### src/rtl/mem_port_arbiter.sv
// mem_port_arbiter
//   Shares one single-port synchronous memory between instruction fetch and
//   the stage-2 load/store path. Data wins contention unless fetch has
//   already lost STARVE_MAX grants in a row. A tag shift register follows
//   each issued read so that its data is returned to the port that asked for
//   it. Each port keeps its last read data between returns.
//
// Ports
//   clk, rst               clock, async active-high reset
//   if_req/if_addr         fetch request (read only)
//   if_gnt/if_rvalid/if_rdata   fetch grant, return valid, return data
//   d_req/d_we/d_addr/d_wdata   data request (d_we == 0 means read)
//   d_gnt/d_rvalid/d_rdata      data grant, return valid, return data
//   mem_en/mem_we/mem_addr/mem_din/mem_dout   memory port
//   stall                  some requester is waiting this cycle
module mem_port_arbiter #(
  parameter int AWIDTH     = 14,
  parameter int RD_LAT     = 1,
  parameter int STARVE_MAX = 3
) (
  input  logic              clk,
  input  logic              rst,
  input  logic              if_req,
  input  logic [AWIDTH-1:0] if_addr,
  output logic              if_gnt,
  output logic              if_rvalid,
  output logic [31:0]       if_rdata,
  input  logic              d_req,
  input  logic [3:0]        d_we,
  input  logic [AWIDTH-1:0] d_addr,
  input  logic [31:0]       d_wdata,
  output logic              d_gnt,
  output logic              d_rvalid,
  output logic [31:0]       d_rdata,
  output logic              mem_en,
  output logic [3:0]        mem_we,
  output logic [AWIDTH-1:0] mem_addr,
  output logic [31:0]       mem_din,
  input  logic [31:0]       mem_dout,
  output logic              stall
);

  localparam int SCW = $clog2(STARVE_MAX + 1);

  logic [SCW-1:0]  sc;        // consecutive data grants while fetch waits
  logic            starved;
  logic            rd_issue;
  logic [RD_LAT:1] vld_pipe;  // read tag valid, stage RD_LAT is the return
  logic [RD_LAT:1] own_pipe;  // read tag owner, 1 = data port
  logic [31:0]     hold_if;
  logic [31:0]     hold_d;

  // ---- grant -------------------------------------------------------------
  // A sole requester never sees 'starved', so it is always granted.
  assign starved = if_req & (sc == SCW'(STARVE_MAX));
  assign d_gnt   = d_req & ~starved;
  assign if_gnt  = if_req & ~d_gnt;

  // ---- memory port -------------------------------------------------------
  assign mem_en   = if_gnt | d_gnt;
  assign mem_addr = d_gnt ? d_addr : if_addr;
  assign mem_din  = d_gnt ? d_wdata : 32'h0;
  assign mem_we   = d_gnt ? d_we : 4'b0;

  assign stall = (if_req & ~if_gnt) | (d_req & ~d_gnt);

  // ---- starvation counter ------------------------------------------------
  always_ff @(posedge clk or posedge rst) begin
    if (rst)
      sc <= '0;
    else if (if_gnt || !if_req)
      sc <= '0;
    else if (d_gnt && sc != SCW'(STARVE_MAX))
      sc <= sc + SCW'(1);
  end

  // ---- read tag pipeline -------------------------------------------------
  // Writes and idle cycles shift in an invalid tag.
  assign rd_issue = if_gnt | (d_gnt & (d_we == 4'b0));

  always_ff @(posedge clk or posedge rst) begin
    if (rst) begin
      vld_pipe[1] <= 1'b0;
      own_pipe[1] <= 1'b0;
    end else begin
      vld_pipe[1] <= rd_issue;
      own_pipe[1] <= d_gnt;
    end
  end

  for (genvar i = 2; i <= RD_LAT; i++) begin : g_tag
    always_ff @(posedge clk or posedge rst) begin
      if (rst) begin
        vld_pipe[i] <= 1'b0;
        own_pipe[i] <= 1'b0;
      end else begin
        vld_pipe[i] <= vld_pipe[i-1];
        own_pipe[i] <= own_pipe[i-1];
      end
    end
  end

  assign if_rvalid = vld_pipe[RD_LAT] & ~own_pipe[RD_LAT];
  assign d_rvalid  = vld_pipe[RD_LAT] &  own_pipe[RD_LAT];

  // ---- read data hold ----------------------------------------------------
  always_ff @(posedge clk or posedge rst) begin
    if (rst) begin
      hold_if <= 32'h0;
      hold_d  <= 32'h0;
    end else begin
      if (if_rvalid) hold_if <= mem_dout;
      if (d_rvalid)  hold_d  <= mem_dout;
    end
  end

  assign if_rdata = if_rvalid ? mem_dout : hold_if;
  assign d_rdata  = d_rvalid  ? mem_dout : hold_d;

endmodule
### config.mk
export PLATFORM = sky130hd
export DESIGN_NAME = mem_port_arbiter
export DESIGN_NICKNAME = d
export VERILOG_FILES = /design/src/rtl/mem_port_arbiter.sv
export SDC_FILE = /design/constraint.sdc
export NUM_CORES = 1
export LEC_CHECK = 0
export CORE_ASPECT_RATIO = 0.9
export CORE_MARGIN = 4
export CORE_UTILIZATION = 36
export CTS_BUF_LIST = sky130_fd_sc_hd__clkbuf_8
export CTS_CLUSTER_DIAMETER = 120
export DETAILED_ROUTE_END_ITERATION = 8
export PLACE_DENSITY = 0.91
export SYNTH_ARGS = -nofsm -noshare
export SYNTH_HDL_FRONTEND = slang
export SYNTH_SLANG_ARGS = --single-unit
export TNS_END_PERCENT = 10
### constraint.sdc
create_clock -name clk -period 2.5 [get_ports clk]
set_input_delay 0.25 -clock clk [delete_from_list [all_inputs] [get_ports clk]]
set_output_delay 0.25 -clock clk [all_outputs]
set_load 0.05 [all_outputs]
==> results.yml <==
outcome:
  outcome: "complete, no violations"
final_layout:
  final_cell_mix: "clkdlybuf4s50_1 (101), buf_12 (87), dfrtp_1 (68), mux2_2 (65)"
  final_common_cell: "clkdlybuf4s50_1"
  nNetsFinal: 533
  diodes: 0
  area_growth_pct: 108
  layout-drive-gt1-share_pct: 50.1
  fin_area_mm2: 0.00631
  fin_util_pct: 77.9
placement:
  dpl-instance-area_mm2: 0.00610
  hpwl_um: 8870
  place_ws_ns: 0.409
  io_buffer_count: 219
  gp_congestion: 0.825
global_routing:
  track_usage_pct: 21.2
  overflow: 0
  grt_antenna_before_repair: 0
  grt_pass1_wl_um: 16000
  grt_pass1_vias: 2957
  grt_start_max_net_pins: 43
clocking:
  clock_path_buffers: 2
  ctsHoldBuffers: 0
  post_cts_buffers: 0
  worstSkewPairLatency_ns: 0.33
  path_clk_slew_ns: 0.07
  ctsRootBufferMaster: "clkbuf_8"
  numCtsBuffers: 9
  cts_tree: "yes"
  htreeDepth: 3
  clock-sinks: 68
  cts-resized-gates: 0
floorplan:
  die_x_um: 105
  rows: 31
  die_area_mm2: 0.00996
  core_mm2: 0.00811
  io_pins: 220
  start_util_pct: 37.4
  die-height_um: 95.1
yosys:
  ys_warn_count: 0
  mappedNetlistNets: 309
  ys_ff_latch: 68
  seq_area_frac_synth_pct: 56.1
  avgSynthCellArea_um2: 14.6
  synth_cell_types: 18
  netlist_area_mm2: 0.00303
  syn_inst: 208
sta:
  fin_tns_setup_ns: 0
  slew_viol_final: 0
  period_needed_ns: 2.25
  relSlewSlack_pct: 53.8
  fin_crit_sh_pct: 89.9
  worst_pin_slew_ns: 0.692
  fmax_mhz: 445
  rsz0062_at_grt: "false"
  fin_skew_ns: 0.00667
  final-hold-violation-count: 0
  setup_viol: 0
  fin_ws_ns: 0.252
power:
  ir_worst_vdd_uv: 310
  p_leak_uw: 0.00280
  powerDensity_mw_per_mm2: 769
setup_path:
  arrival_ns: 2.00
  cp.required_ns: 2.25
  worst_setup_path_start_kind: "register"
  endpoint_kind: "primary output"
  timing_worst_setup_path_type: "reg -> out"
  cp_max_fo: 18
route:
  firstDrtPassIters: 4
  drc: 0
  postRouteAntennaNets: 0
  wl_per_cell_um: 19.8
  vias: 2518
  drt_iter0_markers: 102
  vias_per_cell: 4.70
  routed_wl_um: 10600
run:
  cap_violations: 0
hold_path:
  hold_path_class: "in -> async"
final cells by class:
cell class	instances	area [um^2]
flip-flops and latches	68	1700
well taps	99	124
inverters	3	11.3
clock buffers	11	151
repair buffers	225	3030
fillers	438	1790
clock inverters	5	60.1
multi-input cells	125	1240
power breakdown:
part / switching, uW / leakage [uW] / internal (uW) / total (uW)
Sequential: 55.9 / 0.000797 / 1310 / 1370
Combinational: 1430 / 0.00190 / 1120 / 2550
Clock: 417 / 0.000106 / 517 / 933
synthesized netlist by cell type:
library cell / number / share of area, %
or2_2: 1 / 0.21
and3b_1: 1 / 0.29
dfrtp_1: 68 / 56
nand2_1: 1 / 0.12
a21boi_4: 1 / 0.62
buf_2: 6 / 0.99
mux2_4: 10 / 5.0
mux2_1: 4 / 1.5
and2_1: 37 / 7.6
clkbuf_2: 2 / 0.33
buf_6: 4 / 1.5
nor2b_1: 1 / 0.21
nor4_1: 1 / 0.21
ha_1: 1 / 0.41
inv_1: 3 / 0.37
nand2b_1: 1 / 0.21
and3_1: 1 / 0.21
mux2_2: 65 / 24
final timing paths:
check	from	end	slack [ns]	depth (start not counted)
setup / recovery	own_pipe	if_rdata[10]	0.25	4
hold reg to reg	hold_if[3]	hold_if[3]	0.50	1
hold / removal	rst	hold_d[18]	0.34	2
min in group clk	hold_if[3]	hold_if[3]	0.50	1
max in group asynchronous	rst	hold_d[5]	1.53	3
setup reg to reg	own_pipe	hold_if[21]	0.89	3
metal layers:
layer	part of all wire (%)	wire length, um	vias to the layer above	GRT usage, %
li1	-	-	1155	-
met1	31	3310	1221	20.0
met2	59	6260	123	42.7
met3	7.2	768	19	6.70
met4	2.5	265	0	8.31
met5	0	0	-	0
cell families (layout without fill, tap and decap cells):
family                   count (synthesis)  in the layout  share of synthesized area, %
AO/OA/AOI/OAI                            1              1                         0.619
multiplexers                            79             79                          30.6
buffers and inverters                   15            244                          3.18
adder cells (fa/ha/maj)                  1              1                         0.413
AND/OR/NAND/NOR                         44             44                          9.08
flip-flops                              68             68                          56.1
through the flow:
stage	cells	total power (uW)	hold WS [ns]
6_report	536	4850	0.339
5_1_grt	536	5030	0.395
4_1_cts	536	4910	0.350
3_5_place_dp	520	3960	0.484
3_3_place_gp	520	3900	0.476
2_1_floorplan	208	2730	0.401
state kept, by name, indices dropped and copies added (netlist names):
name,count
vld_pipe,1
sc,2
own_pipe,1
hold_d,32
hold_if,32
worst max-delay path, stage by stage, from the launching register on:
cell	delay, ns
dfrtp_1	0.34
nand2b_2	0.37
buf_4	0.35
mux2_2	0.39
buf_4	0.20
Note: power is estimated with default switching activity, not from simulation.
